<file path="config.mk">
export PLATFORM = sky130hd
export DESIGN_NAME = video_vram_arbiter
export DESIGN_NICKNAME = d
export VERILOG_FILES = /design/src/rtl/video_vram_arbiter.sv
export SDC_FILE = /design/constraint.sdc
export NUM_CORES = 1
export LEC_CHECK = 0
export ABC_AREA = 1
export CORE_AREA = 2 2 101 103
export CTS_CLUSTER_SIZE = 12
export DETAILED_ROUTE_END_ITERATION = 6
export DIE_AREA = 0 0 103 105
export SETUP_SLACK_MARGIN = 0.5
export SLEW_MARGIN = 5
export SYNTH_ARGS = -nofsm -noshare
export SYNTH_HDL_FRONTEND = slang
export SYNTH_SLANG_ARGS = --single-unit
</file>
<file path="constraint.sdc">
create_clock -name I_clock -period 1.7 [get_ports I_clock]
set_input_delay 0.34 -clock I_clock [delete_from_list [all_inputs] [get_ports I_clock]]
set_output_delay 0.34 -clock I_clock [all_outputs]
set_load 0.02 [all_outputs]
</file>
<file path="src/rtl/video_vram_arbiter.sv">
// video_vram_arbiter
//
// Owns the PPU VRAM bus and shares it between host PPUDATA accesses and the
// render fetcher. It also holds the PPUADDR registers (t, v and the two-write
// toggle w), the PPUDATA auto-increment and the PPUDATA read buffer.
//
// Ports
//   I_clock, I_reset            system clock, synchronous active-high reset
//   I_tick                      one-clock PPU dot enable; arbitration only advances on it
//   I_rendering                 1: render wins arbitration, 0: host wins
//   I_incr32                    PPUCTRL[2]; PPUDATA step is P_incr_big instead of 1
//   I_addr_wr, I_data_wr,
//   I_data_rd, I_stat_rd,
//   I_host_data                 host register strobes and write data
//   O_read_buffer               PPUDATA read buffer (value of the last completed read)
//   O_host_busy                 host op pending or in flight
//   O_overrun                   sticky: a host strobe was dropped
//   I_render_req, I_render_addr render fetch request (held until ack) and address
//   O_render_ack, O_render_data one-clock ack with fetched data
//   O_vid_addr, O_vid_wren,
//   O_vid_data, I_vid_data      external VRAM port
//
// Build option
//   VIDEO_VRAM_MIRROR_EN        when defined, addresses 0x3000-0x3EFF are driven on
//                               O_vid_addr with bit 12 cleared (0x2000-0x2EFF mirror).
//                               The internal v register is never altered by this.
//
// FSM
//   state  | meaning
//   IDLE   | bus parked (O_vid_addr holds); waiting for a tick with a request
//   ACCESS | one access owns the bus; it completes on the next tick

module video_vram_arbiter #(
    parameter int P_addr_width = 14,
    parameter int P_data_width = 8,
    parameter int P_incr_big   = 32
) (
    input  logic                    I_clock,
    input  logic                    I_reset,
    input  logic                    I_tick,
    input  logic                    I_rendering,
    input  logic                    I_incr32,
    input  logic                    I_addr_wr,
    input  logic                    I_data_wr,
    input  logic                    I_data_rd,
    input  logic                    I_stat_rd,
    input  logic [P_data_width-1:0] I_host_data,
    output logic [P_data_width-1:0] O_read_buffer,
    output logic                    O_host_busy,
    output logic                    O_overrun,
    input  logic                    I_render_req,
    input  logic [P_addr_width-1:0] I_render_addr,
    output logic                    O_render_ack,
    output logic [P_data_width-1:0] O_render_data,
    output logic [P_addr_width-1:0] O_vid_addr,
    output logic                    O_vid_wren,
    input  logic [P_data_width-1:0] I_vid_data,
    output logic [P_data_width-1:0] O_vid_data
);

    typedef enum logic {
        ST_IDLE   = 1'b0,
        ST_ACCESS = 1'b1
    } state_t;

    localparam logic [P_addr_width-1:0] L_incr_one = P_addr_width'(1);
    localparam logic [P_addr_width-1:0] L_incr_big = P_addr_width'(P_incr_big);

    state_t                  state_q, state_d;
    logic [P_addr_width-1:0] v_q, v_d;
    logic [P_addr_width-1:0] t_q, t_d;
    logic                    w_q, w_d;
    logic                    pend_valid_q, pend_valid_d;
    logic                    pend_wr_q, pend_wr_d;
    logic [P_addr_width-1:0] pend_addr_q, pend_addr_d;
    logic [P_data_width-1:0] pend_data_q, pend_data_d;
    logic                    owner_render_q, owner_render_d;
    logic [P_addr_width-1:0] vid_addr_q, vid_addr_d;
    logic                    vid_wren_q, vid_wren_d;
    logic [P_data_width-1:0] vid_data_q, vid_data_d;
    logic                    render_ack_q, render_ack_d;
    logic [P_data_width-1:0] render_data_q, render_data_d;
    logic [P_data_width-1:0] read_buffer_q, read_buffer_d;
    logic                    overrun_q, overrun_d;

    logic                    render_req_eff;
    logic                    host_req;
    logic                    grant_render;
    logic                    grant_host;
    logic                    complete;
    logic                    data_strobe;
    logic                    host_accept;
    logic [P_addr_width-1:0] incr;

    // Address actually driven on the VRAM bus for a given logical address.
    function automatic logic [P_addr_width-1:0] vid_map(input logic [P_addr_width-1:0] a);
        logic [P_addr_width-1:0] m;
        m = a;
`ifdef VIDEO_VRAM_MIRROR_EN
        if (a[13:12] == 2'b11 && a[11:8] != 4'hF) begin
            m[12] = 1'b0;
        end
`endif
        return m;
    endfunction

    // The requester only sees the ack one clock after the completing tick, so
    // the request still reads high during the ack clock; ignore it there to
    // avoid a duplicate fetch when ticks arrive back to back.
    assign render_req_eff = I_render_req & ~render_ack_q;
    assign host_req       = pend_valid_q;
    assign grant_render   = (state_q == ST_IDLE) & I_tick & render_req_eff
                          & (I_rendering | ~host_req);
    assign grant_host     = (state_q == ST_IDLE) & I_tick & host_req
                          & (~I_rendering | ~render_req_eff);
    assign complete       = (state_q == ST_ACCESS) & I_tick;

    // PPUADDR on the same clock wins; a busy slot also refuses the strobe.
    assign data_strobe    = I_data_wr | I_data_rd;
    assign host_accept    = data_strobe & ~I_addr_wr & ~pend_valid_q;
    assign incr           = I_incr32 ? L_incr_big : L_incr_one;

    always_ff @(posedge I_clock) begin : state_reg
        if (I_reset) begin
            state_q <= ST_IDLE;
        end else begin
            state_q <= state_d;
        end
    end

    always_comb begin : next_state
        state_d = state_q;
        case (state_q)
            ST_IDLE:   if (grant_render || grant_host) state_d = ST_ACCESS;
            ST_ACCESS: if (I_tick) state_d = ST_IDLE;
            default:   state_d = ST_IDLE;
        endcase
    end

    always_comb begin : output_logic
        v_d            = v_q;
        t_d            = t_q;
        w_d            = w_q;
        pend_valid_d   = pend_valid_q;
        pend_wr_d      = pend_wr_q;
        pend_addr_d    = pend_addr_q;
        pend_data_d    = pend_data_q;
        owner_render_d = owner_render_q;
        vid_addr_d     = vid_addr_q;
        vid_wren_d     = 1'b0;
        vid_data_d     = vid_data_q;
        render_ack_d   = 1'b0;
        render_data_d  = render_data_q;
        read_buffer_d  = read_buffer_q;
        overrun_d      = overrun_q;

        if (I_addr_wr) begin
            if (!w_q) begin
                t_d[P_addr_width-1:8] = (P_addr_width-8)'(I_host_data[5:0]);
                w_d = 1'b1;
            end else begin
                t_d[7:0] = I_host_data[7:0];
                v_d      = t_d;
                w_d      = 1'b0;
            end
        end

        // Status read is applied after a same-clock PPUADDR write.
        if (I_stat_rd) begin
            w_d = 1'b0;
        end

        if (data_strobe && !host_accept) begin
            overrun_d = 1'b1;
        end

        if (host_accept) begin
            pend_valid_d = 1'b1;
            pend_wr_d    = I_data_wr;
            pend_addr_d  = v_q;
            pend_data_d  = I_host_data;
            v_d          = v_q + incr;
        end

        if (grant_render) begin
            owner_render_d = 1'b1;
            vid_addr_d     = vid_map(I_render_addr);
        end else if (grant_host) begin
            owner_render_d = 1'b0;
            vid_addr_d     = vid_map(pend_addr_q);
            vid_data_d     = pend_data_q;
            vid_wren_d     = pend_wr_q;
        end

        if (complete) begin
            if (owner_render_q) begin
                render_ack_d  = 1'b1;
                render_data_d = I_vid_data;
            end else begin
                if (!pend_wr_q) begin
                    read_buffer_d = I_vid_data;
                end
                pend_valid_d = 1'b0;
            end
        end
    end

    always_ff @(posedge I_clock) begin : datapath_reg
        if (I_reset) begin
            v_q            <= '0;
            t_q            <= '0;
            w_q            <= 1'b0;
            pend_valid_q   <= 1'b0;
            pend_wr_q      <= 1'b0;
            pend_addr_q    <= '0;
            pend_data_q    <= '0;
            owner_render_q <= 1'b0;
            vid_addr_q     <= '0;
            vid_wren_q     <= 1'b0;
            vid_data_q     <= '0;
            render_ack_q   <= 1'b0;
            render_data_q  <= '0;
            read_buffer_q  <= '0;
            overrun_q      <= 1'b0;
        end else begin
            v_q            <= v_d;
            t_q            <= t_d;
            w_q            <= w_d;
            pend_valid_q   <= pend_valid_d;
            pend_wr_q      <= pend_wr_d;
            pend_addr_q    <= pend_addr_d;
            pend_data_q    <= pend_data_d;
            owner_render_q <= owner_render_d;
            vid_addr_q     <= vid_addr_d;
            vid_wren_q     <= vid_wren_d;
            vid_data_q     <= vid_data_d;
            render_ack_q   <= render_ack_d;
            render_data_q  <= render_data_d;
            read_buffer_q  <= read_buffer_d;
            overrun_q      <= overrun_d;
        end
    end

    assign O_vid_addr    = vid_addr_q;
    assign O_vid_wren    = vid_wren_q;
    assign O_vid_data    = vid_data_q;
    assign O_render_ack  = render_ack_q;
    assign O_render_data = render_data_q;
    assign O_read_buffer = read_buffer_q;
    assign O_host_busy   = pend_valid_q;
    assign O_overrun     = overrun_q;

endmodule

</file>
==> results of run 1 <==
-- worst min-delay path, delay by kind of cell, from the launching register on --
family          cells  cell delay (ns)
buf+inv             1             0.06
flops               1             0.31
compound gates      1             0.05
-- path summary, 6_finish.rpt --
| kind | slack, ns | cells past startpoint | to | start |
|---|---|---|---|---|
| hold / removal | 0.45 | 2 | O_vid_data[2]$_SDFFE_PP0P_ | pend_data_q[2]$_SDFFE_PP0P_ |
| hold reg to reg | 0.45 | 2 | O_vid_data[2]$_SDFFE_PP0P_ | pend_data_q[2]$_SDFFE_PP0P_ |
| setup reg to reg | 0.34 | 10 | v_q[8]$_SDFFE_PP0P_ | v_q[0]$_SDFFE_PP0P_ |
| setup / recovery | 0.34 | 10 | v_q[8]$_SDFFE_PP0P_ | v_q[0]$_SDFFE_PP0P_ |
-- layout by cell type, fill, tap and decap left out, drive strengths merged, types with 3 or more instances in the layout --
cell type,count
buf,117
nand2,104
dfxtp,88
nor2,84
o21ai,54
inv,53
nand3,51
a21oi,41
clkdlybuf4s50,32
clkbuf,14
a211oi,6
dlygate4sd2,6
clkinv,6
a31oi,4
o211ai,4
nand4,3
nor3,3
ha,3
-- per-stage QoR --
stage	std cells	hold slack [ns]
finish	814	0.449
global route	814	0.470
CTS	791	0.456
detailed placement	765	0.443
global placement	765	0.437
floorplan	529	0.419
-- layer usage --
layer  part of all wire [%]  vias to the layer above  GRT usage [%]
met1                     45                     1866           29.2
met5                      0                        -              0
met2                     49                      101           32.4
met4                    2.1                        0           9.40
li1                       -                     2025              -
met3                    4.6                       19           2.94
-- power by group --
part / internal [uW] / switching, uW
Clock: 569 / 720
Combinational: 560 / 606
Sequential: 2200 / 102
-- logic make-up after synthesis --
kind of cell               Yosys count
xor gates and xnor gates             1
AOI/OAI and AO/OA                  110
DFF                                 88
and+or+nand+nor                    247
adders and majority gates            3
buffers and inverters               80
-- timing repair --
action | CTS | global route
resized for setup | 313 | 187
pin swaps | 15 | 50
hold endpoints to repair | 0 | 0
buffers inserted | 5 | 21
gates cloned | 5 | 2
setup endpoints to repair | 128 | 106
-- state kept, by name, indices dropped and copies added, names as in the netlist --
register and count:
O_vid_data 8, O_host_busy 1, pend_data_q 8, owner_render_q 1, state_q 1, O_vid_wren 1, t_q 6, O_render_ack 1
O_render_data 8, w_q 1, O_read_buffer 8, pend_addr_q 14, v_q 14, O_vid_addr 14, pend_wr_q 1, O_overrun 1
-- area by class of cell --
| type | instances | area [um2] |
|---|---|---|
| tap | 133 | 166 |
| multi-input combinational | 362 | 2250 |
| fill | 848 | 3380 |
| clock buffer | 13 | 149 |
| sequential | 88 | 1830 |
| timing repair buffer | 157 | 1580 |
| inverter | 58 | 267 |
| clock inverter | 3 | 17.5 |
==> qor.txt, run 1 <==
status: finished clean
Syn Area/Cell: 7.19 um2
final period utilization: 80.1%
setup TNS: 0 ns
synth cell count leaders: 99 x nand2_1, 88 x dfxtp_1, 82 x nor2_1
IO Pins: 82
Slew Viols, Final: 0
pwr dens: 759 nW/um2
mux contribution to synthesized area: 0%
Synthesized Nets: 572
Largest delay share family, worst path: simple AND/OR/NAND/NOR gates
H-tree Lvls: 3
worst min path class: flip-flop to flip-flop
CP Launch Type: flip-flop
Die W: 103 um
Syn Inst Count: 529
nets@finish: 719
Post-DRT Antenna Nets: 0
IO buf count: 81
largest family of logic cells by synthesized area: simple AND/OR/NAND/NOR gates
total power draw: 4750 uW
Critical Path, Cell by Cell: ha_4 -> ha_4 -> nand2_4 -> nor2_4 -> nand2_1 -> nand2_2 -> nand2_1 -> nand2_1 -> nor2_1 -> nor2_1
total routed wirelength: 12.3 mm
Global Route Usage Sum: 21.1%
Slew @ Worst Pin: 0.353 ns
drt drc: 0
# setup viols final: 0
initial antenna violation count: 0
clk sinks: 88
worst clock skew: 0.00692 ns
CP max-delay cell: dfxtp_4
post-layout min period: 1.36 ns
Die Area: 10800 um2
Netlist Area Pre-Place: 3800 um2
post-synthesis simple-gate area fraction: 27.5%
Max Fclk: 0.735 GHz
root buffer cell: clkbuf_8
most numerous cell in the Yosys netlist: nand2_1
Final Instance Area: 6260 um2
Vias/cell: 4.93
fin worst setup slack: 0.339 ns
worst path buffer plus inverter count: 0
DR WL/cell: 15.1 um
final hold violation count: 0
critical path class: flip-flop to flip-flop
clock transition at the registers of the reported paths: 0.08 ns
Num CTS Buffers: 9
max_cap viols: 0
Top FF cell, synth: dfxtp_1
router iterations before antenna repair: 4
RSZ-0062 raised after global routing: yes
post-placement cell area: 5080 um2
compound-gate portion of the synthesized area: 15.7%
Yosys top cell area share: 46.3%
# diodes: 0
area grow syn2layout: 64.7%
Starting Density: 39.4%
drt initial violations: 173
Vias: 4011
Crit Path Max Fanout: 3
Synth Area in Adders: 0.987%
worst skew pair latency: 0.36 ns
number of synthesized flops with an enable pin: 0
fin util: 65.0%
CORE AREA: 9640 um2
Seq cells post-synth: 88
vias in the first global route: 3612
worst slack, placed: -0.269 ns
register area share after synthesis: 46.3%
layout cell share with drive strength beyond 1: 45.2%
Die Height: 105 um
worst path arrival time: 1.61 ns
largest net degree at the start of global routing: 47
FFs w/ async S/R, synth: 0%
HPWL after DPL: 7.77 mm
Worst Setup End Kind: flip-flop
CTS tree: done
Critical Path RT: 1.95 ns
Ys Warns: 0
maximum vdd drop: 379 uV
top cells by area, synth: dfxtp_1 46%, nand2_1 9.8%, nor2_1 8.1%, nand3_1 6.6%, o21ai_0 6.6%
gr ovfl total: 0
worst relative slew slack: 76.2%
Pleak: 0.00264 uW
CTS max path bufs: 2
XOR/XNOR Fraction of Synth Area: 0.230%
cts hold-fix bufs: 0
Synth cell types: 34
gpl congestion: 0.911
post-synth top area cell: dfxtp_1
Crit path top cell by count: nand2_1
Largest stage delay, worst path: 0.36 ns
first-pass GRT wire length: 18.0 mm
Cell Rows: 36
Note: power is estimated with default switching activity, not from simulation.
==> run 2, diff against run 1 <==
--- a/config.mk
+++ b/config.mk
@@ -10,6 +10,7 @@
 export CTS_CLUSTER_SIZE = 12
 export DETAILED_ROUTE_END_ITERATION = 6
 export DIE_AREA = 0 0 103 105
+export PLACE_DENSITY = 0.67
 export SETUP_SLACK_MARGIN = 0.5
 export SLEW_MARGIN = 5
 export SYNTH_ARGS = -nofsm -noshare
==> constraint.sdc (replaced) <==
create_clock -name I_clock -period 1.2 [get_ports I_clock]
set_input_delay 0.24 -clock I_clock [delete_from_list [all_inputs] [get_ports I_clock]]
set_output_delay 0.24 -clock I_clock [all_outputs]
set_load 0.02 [all_outputs]
==> qor.txt, run 2 (same netlist as run 1, synthesis figures left out) <==
worst path arrival time: 1.65 ns
H-tree Lvls: 3
Worst Setup End Kind: flip-flop
critical path class: flip-flop to flip-flop
most frequent cells in the layout: 64 x nor2_1, 62 x buf_6, 58 x nand2_1
first-pass GRT wire length: 19.5 mm
clk sinks: 88
DR WL/cell: 15.3 um
Pleak: 0.00280 uW
final period utilization: 115%
maximum vdd drop: 638 uV
IO Pins: 82
Filler cells: 765
post-placement cell area: 5200 um2
Num CTS Buffers: 9
CTS max path bufs: 2
CP max-delay cell: dfxtp_2
drt initial violations: 179
CORE AREA: 9640 um2
initial antenna violation count: 0
worst skew pair latency: 0.36 ns
layout cell share with drive strength beyond 1: 50.3%
Hold WS: 0.234 ns
Cell Rows: 36
drt drc: 0
HPWL after DPL: 7.96 mm
Global Route Usage Sum: 22.7%
gr ovfl total: 0
worst slack, placed: -0.649 ns
router iterations before antenna repair: 4
CP Launch Type: flip-flop
worst min path class: input pin to flip-flop
status: complete, but fails checks
Die W: 103 um
cells on worst reg2reg path: 9
max_cap viols: 0
# setup viols final: 38
largest net degree at the start of global routing: 47
cts hold-fix bufs: 0
Critical Path RT: 1.46 ns
nets@finish: 730
# diodes: 0
area grow syn2layout: 74.4%
Starting Density: 39.4%
Largest stage delay, worst path: 0.36 ns
Slew Viols, Final: 0
Die Area: 10800 um2
worst clock skew: 0.00656 ns
hold-critical path depth: 3
Vias: 4079
worst relative slew slack: 76.2%
root buffer cell: clkbuf_8
IO buf count: 81
Die Height: 105 um
pwr dens: 1070 nW/um2
Post-DRT Antenna Nets: 0
RSZ-0062 raised after global routing: yes
Final Instance Area: 6630 um2
clock transition at the registers of the reported paths: 0.09 ns
CTS tree: done
post-layout min period: 1.38 ns
Critical Path, Cell by Cell: ha_4 -> ha_4 -> nand3_4 -> o21bai_4 -> nand2_2 -> nand2_2 -> nand2_1 -> nand2_1 -> nor2_1
Vias/cell: 4.94
Max Fclk: 0.722 GHz
vias in the first global route: 4057
fin worst setup slack: -0.184 ns
Crit Path Max Fanout: 3
gpl congestion: 0.838
failing checks: negative setup slack
total routed wirelength: 12.7 mm
commonest non-fill, non-tap cell in the layout: nor2_1
Slew @ Worst Pin: 0.358 ns
final hold violation count: 0
run 2: timing repair:
item,CTS,global route
gates cloned,5,2
setup endpoints to repair,130,130
buffers inserted,10,18
resized for setup,426,108
hold endpoints to repair,0,0
pin swaps,35,26
run 2: worst paths after layout:
kind	startpoint	end	slack [ns]
worst min register to register	pend_data_q[2]$_SDFFE_PP0P_	O_vid_data[2]$_SDFFE_PP0P_	0.45
worst min-delay path	I_addr_wr	w_q$_SDFFE_PP0P_	0.23
worst max-delay path	v_q[0]$_SDFFE_PP0P_	v_q[6]$_SDFFE_PP0P_	-0.18
worst max register to register	v_q[0]$_SDFFE_PP0P_	v_q[6]$_SDFFE_PP0P_	-0.18
run 2: through the flow:
| stage | util [%] | power (uW) | std cells | setup TNS [ns] |
|---|---|---|---|---|
| finish | 68.8 | 7110 | 825 | -2.87 |
| detailed placement | 53.9 | 4540 | 774 | -37.60 |
| global route | 68.8 | 7390 | 825 | -5.64 |
| CTS | 63.4 | 6890 | 805 | -1.49 |
| global placement | 53.9 | 4520 | 774 | -36.01 |
| floorplan | - | 3970 | 529 | -0.677 |
run 2: worst max-delay path: cells and delay by family (launching register included):
family	cells	cell delay [ns]
compound gates	1	0.15
flops	1	0.36
fa+ha+maj	2	0.33
simple gates	6	0.45
run 2: area by class of cell:
cell class | count | area, um2 | share of cell area [%]
inverters | 58 | 285 | 4.30
repair buffers | 165 | 1720 | 26.0
flip-flops and latches | 88 | 1830 | 27.6
well taps | 133 | 166 | 2.51
clock inverters | 5 | 57.6 | 0.868
clock buffers | 11 | 131 | 1.98
repair inverters | 2 | 25.0 | 0.377
multi-input cells | 363 | 2410 | 36.4
run 2: metal layers:
metal	vias to the layer above	share of wire (%)	GRT usage, %
met5	-	0	0
met4	0	1.2	7.33
met3	14	3.1	2.41
met2	76	51	39.0
met1	1941	45	29.4
li1	2048	-	-
run 2: report_power, final:
part           internal (uW)  leakage [uW]  total [uW]  switching, uW
Sequential              3120      0.000743        3270            151
Combinational            875       0.00196        1790            914
Clock                    966     0.0000973        2050           1090
